===== src/rtl/mem_responder.sv =====
// mem_responder: memory-side responder closing the controller's memrd/memwr
// handshake. Latches address/data/op on a request in IDLE, waits WAIT_CYCLES,
// performs the access on an internal word array and pulses mfc for one cycle.
// Ports:
//   clk, rst          - clock, synchronous active-high reset
//   memrd, memwr      - read / write strobes from the controller
//   addr, wdata       - word address (MAR) and write data (MDR)
//   rdata             - registered read data, holds last completed read
//   mfc               - one-cycle completion pulse
//   busy              - request in progress or waiting for strobe release
//   err               - one-cycle pulse when both strobes are high in IDLE
module mem_responder #(
  parameter int DW          = 16,
  parameter int AW          = 8,
  parameter int WAIT_CYCLES = 2
) (
  input  logic          clk,
  input  logic          rst,
  input  logic          memrd,
  input  logic          memwr,
  input  logic [AW-1:0] addr,
  input  logic [DW-1:0] wdata,
  output logic [DW-1:0] rdata,
  output logic          mfc,
  output logic          busy,
  output logic          err
);

  localparam logic [1:0] S_IDLE    = 2'd0;
  localparam logic [1:0] S_WAIT    = 2'd1;
  localparam logic [1:0] S_DONE    = 2'd2;
  localparam logic [1:0] S_RELEASE = 2'd3;

  // Counter must be able to hold WAIT_CYCLES itself; keep at least one bit.
  localparam int CW = (WAIT_CYCLES < 2) ? 1 : $clog2(WAIT_CYCLES + 1);

  logic [1:0]    state;
  logic [CW-1:0] cnt;
  logic [AW-1:0] addr_q;
  logic [DW-1:0] wdata_q;
  logic          op_wr_q;

  logic [DW-1:0] mem [2**AW];

  logic          req;
  logic          acc_en;
  logic          acc_wr;
  logic [AW-1:0] acc_addr;
  logic [DW-1:0] acc_wdata;

  assign req  = memrd ^ memwr;
  assign busy = (state != S_IDLE);
  assign mfc  = (state == S_DONE);

  // Access happens on the edge that enters DONE. With zero wait states that
  // edge is the request edge itself, so the live operands are used; otherwise
  // the latched ones are. Reset suppresses the access so an abandoned write
  // never reaches the array.
  always_comb begin
    acc_en    = 1'b0;
    acc_wr    = op_wr_q;
    acc_addr  = addr_q;
    acc_wdata = wdata_q;
    if (!rst) begin
      if (state == S_IDLE && req && WAIT_CYCLES == 0) begin
        acc_en    = 1'b1;
        acc_wr    = memwr;
        acc_addr  = addr;
        acc_wdata = wdata;
      end else if (state == S_WAIT && cnt == '0) begin
        acc_en = 1'b1;
      end
    end
  end

  // Array storage is deliberately not reset.
  always_ff @(posedge clk) begin
    if (acc_en && acc_wr) begin
      mem[acc_addr] <= acc_wdata;
    end
  end

  always_ff @(posedge clk) begin
    if (rst) begin
      state   <= S_IDLE;
      cnt     <= '0;
      addr_q  <= '0;
      wdata_q <= '0;
      op_wr_q <= 1'b0;
      rdata   <= '0;
      err     <= 1'b0;
    end else begin
      err <= 1'b0;
      if (acc_en && !acc_wr) begin
        rdata <= mem[acc_addr];
      end
      case (state)
        S_IDLE: begin
          if (req) begin
            addr_q  <= addr;
            wdata_q <= wdata;
            op_wr_q <= memwr;
            cnt     <= CW'(WAIT_CYCLES);
            state   <= (WAIT_CYCLES == 0) ? S_DONE : S_WAIT;
          end else if (memrd && memwr) begin
            err <= 1'b1;
          end
        end
        S_WAIT: begin
          if (cnt == '0) begin
            state <= S_DONE;
          end else begin
            cnt <= cnt - 1'b1;
          end
        end
        S_DONE: begin
          // A strobe still held here must be dropped before the next request,
          // otherwise it would immediately re-trigger the same access.
          state <= (memrd || memwr) ? S_RELEASE : S_IDLE;
        end
        S_RELEASE: begin
          if (!memrd && !memwr) begin
            state <= S_IDLE;
          end
        end
        default: state <= S_IDLE;
      endcase
    end
  end

endmodule


===== config.mk =====
export PLATFORM = sky130hd
export DESIGN_NAME = mem_responder
export DESIGN_NICKNAME = d
export VERILOG_FILES = /design/src/rtl/mem_responder.sv
export SDC_FILE = /design/constraint.sdc
export NUM_CORES = 2
export LEC_CHECK = 0
export BUFFER_PORTS_ARGS = -buffer_cell sky130_fd_sc_hd__buf_2
export CAP_MARGIN = 10
export CORE_MARGIN = 1
export CORE_UTILIZATION = 54
export DETAILED_ROUTE_END_ITERATION = 7
export PLACE_DENSITY_LB_ADDON = 0.05
export SLEW_MARGIN = 10
export SYNTH_ARGS = -nofsm -noshare
export SYNTH_HDL_FRONTEND = slang
export SYNTH_SLANG_ARGS = --single-unit
export TNS_END_PERCENT = 100

===== constraint.sdc =====
create_clock -name clk -period 5.2 [get_ports clk]
set_input_delay 0.78 -clock clk [delete_from_list [all_inputs] [get_ports clk]]
set_output_delay 0.78 -clock clk [all_outputs]
set_load 0.03 [all_outputs]

==> qor.yml <==
outcome:
  status: "finished with violations"
  violations: "max-slew violations"
layout:
  final_core_util_pct: 61.8
  area_delta_synth_final_pct: 13.5
  drive_above_1_share_pct: 27.3
  final_cells: 12200
  nets: 7945
clocking:
  htreeDepth: 5
  cts-resized-gates: 0
  cts_root_buffer: "clkbuf_16"
  clockBufferDepth: 4
  cts.sinks: 4142
  path_clk_slew_ns: 0.06
  cts_tree: "built"
  cts_buffers: 416
  postCtsSetupBuffers: 0
  insertion_delay_ns: 0.98
  holdBufCountCts: 0
synthesis:
  syn_area_um2: 159000
  ys.warnings.count: 0
  syn-num-nets: 7351
  synth_top_area_cell: "edfxtp_1"
  synth-seq-cells: 4142
  synth-seq-area-share_pct: 78.0
  yosysUniqueCellTypes: 78
  synthFlopType: "edfxtp_1"
  netlist_instances: 7320
  syn_area_per_cell_um2: 21.7
  synthTopCellsByArea: "edfxtp_1 (77%), mux4_2 (13%), mux2i_1 (1.8%)"
  yosysTopAreaCellShare_pct: 77.4
  synth_edf_count: 4096
  synthArstFlopShare_pct: 0
power:
  power.density_nw_per_um2: 414
  p_leak_nw: 55.9
  ir_drop_v: 0.000423
  power_mw: 74.6
sta:
  setup_slack_ns: 0.0314
  min_period_ns: 5.17
  relSlewSlack_pct: -3.83
  post-route-period-util_pct: 99.4
  worst_slew_pin_slew_ns: 1.56
  max_freq_mhz: 193
  finClkSkew_ns: 0.0527
  finalSetupViolations: 0
  finalHoldViolations: 0
  rsz0062_at_grt: "false"
  slew_viol_final: 76
die:
  pin_count: 47
  dieArea_um2: 296000
  die_w_um: 544
  initial_core_util_pct: 54.4
  die_h_um: 544
  num_rows: 198
  fp.coreArea_um2: 292000
critical_path:
  crit_chain: "buf_4 > nand2_2 > buf_4 > o221ai_1 > o2111ai_1 > a211oi_1 > a31oi_1"
  cp.arrival_ns: 6.00
  start_kind: "flip-flop"
  critPathCaptureType: "flip-flop"
  slowest_stage: "dfxtp_4"
  crit_path_max_incr_delay_ns: 0.91
  required_ns: 6.03
  crit_type: "reg -> reg"
  worst_path_most_repeated_cell: "buf_4"
  crit_fanout: 26
worst_hold_path:
  min_path_type: "in -> reg"
detailed_routing:
  num_vias: 81800
  routedWlPerCell_um: 38.6
  viasPerCell: 6.72
  wl_um: 470000
  ant_nets: 0
  drt_iter0_drc: 11600
  first_pass_iters: 5
  drc_errors: 0
grt:
  antenna_found_initial: 24
  grt_max_degree: 189
  grt_pass1_vias: 79500
  grt_pass1_wl_um: 650000
  track_usage_pct: 32.0
  gr-total-overflow: 0
place:
  dpl_worst_slack_ns: 0.0681
  portBuffers: 46
  dpl.hpwl_um: 291000
  gp_congestion: 0.920
  place_inst: 11400
job:
  drv_cap: 0
-- cells by family (layout without fill, tap and decap cells) --
family,after synthesis,after routing,synth area share (%)
DFF,4142,4142,78.0
muxes,1210,1210,14.8
and+or+nand+nor,826,826,2.32
AOI/OAI and AO/OA,699,699,3.13
buffers and inverters,440,1387,1.68
adders and majority gates,3,3,0.0236
other,0,12,0
-- metrics by stage --
step                hold slack [ns]  area, um2  TNS, ns
CTS                         0.00991     180000        0
detailed placement            0.519     167000        0
global route                 0.0302     180000        0
finish                       0.0575     180000        0
global placement              0.479     167000  -0.0663
floorplan                     0.456     159000        0
-- path summary, 6_finish.rpt --
check         startpoint            end  slack [ns]  cells past startpoint
max          acc_addr[0]      rdata[10]        0.03                      7
min            wdata[11]  acc_wdata[11]        0.06                      3
max reg2reg  acc_addr[0]      rdata[10]        0.03                      7
min reg2reg       cnt[1]         cnt[1]        0.53                      2
-- worst max-delay path: cells and delay by family (launching register included) --
family                 cells  cell delay (ns)
AOI/OAI and AO/OA          4             2.58
DFF                        1             0.91
buffers and inverters      2             0.87
and+or+nand+nor            1             0.62
-- Yosys cell counts (7+ instances only) --
master	number
edfxtp_1	4096
mux4_2	892
nor2_1	334
mux2i_1	281
nand2_1	258
buf_2	138
a21oi_1	131
o22ai_1	127
clkbuf_1	122
a22oi_1	112
buf_4	95
nand3_1	58
a32oi_1	48
buf_6	46
dfxtp_1	46
o21ai_0	41
o221ai_1	41
nor3_1	39
a221oi_1	38
a22o_1	25
nor2b_1	22
a31oi_1	20
mux2_2	20
nand4_1	19
o211ai_1	18
mux4_1	17
buf_1	16
o22a_1	15
and3_1	14
or3_1	14
a2111oi_0	12
a211oi_1	12
nor4_1	10
inv_1	9
nand2b_1	9
or4_1	9
a211o_1	8
buf_12	8
o2111ai_1	8
and2_1	7
-- cell usage in the layout, fill, tap and decap left out, drive strengths merged, types with 127 or more instances in the layout --
cell type and n:
mux2i 281, clkinv 179, a21oi 131, mux4 909, clkbuf 526, nand2 258, buf 604, o22ai 127
edfxtp 4096, nor2 334
-- routing by layer --
metal / global-route usage (%) / wire [um]
met1: 46.7 / 185000
met2: 47.5 / 213000
met3: 7.54 / 52100
met4: 11.8 / 19800
met5: 0 / 45
-- final cells by class --
class | instances | area, um2
timing repair buffer | 604 | 5110
multi-input combinational | 2738 | 32600
sequential | 4142 | 124000
antenna | 12 | 30.0
tap | 3900 | 4880
clock buffer | 526 | 11000
fill | 20500 | 112000
clock inverter | 245 | 2540
inverter | 12 | 52.6
-- registers in the layout, indices dropped and copies added (netlist names) --
name and cells:
err 1, mem 4096, state 2, acc_wr 1, cnt 2, rdata 16
acc_wdata 16, acc_addr 8
-- power by group --
part           total (mW)  switching (mW)  internal [mW]
sequential           37.8           0.461           37.3
combinational        6.76            4.60           2.17
clock                30.0            12.7           17.4
total                74.6            17.7           56.8
No activity file was read; power rests on OpenSTA's default activity.
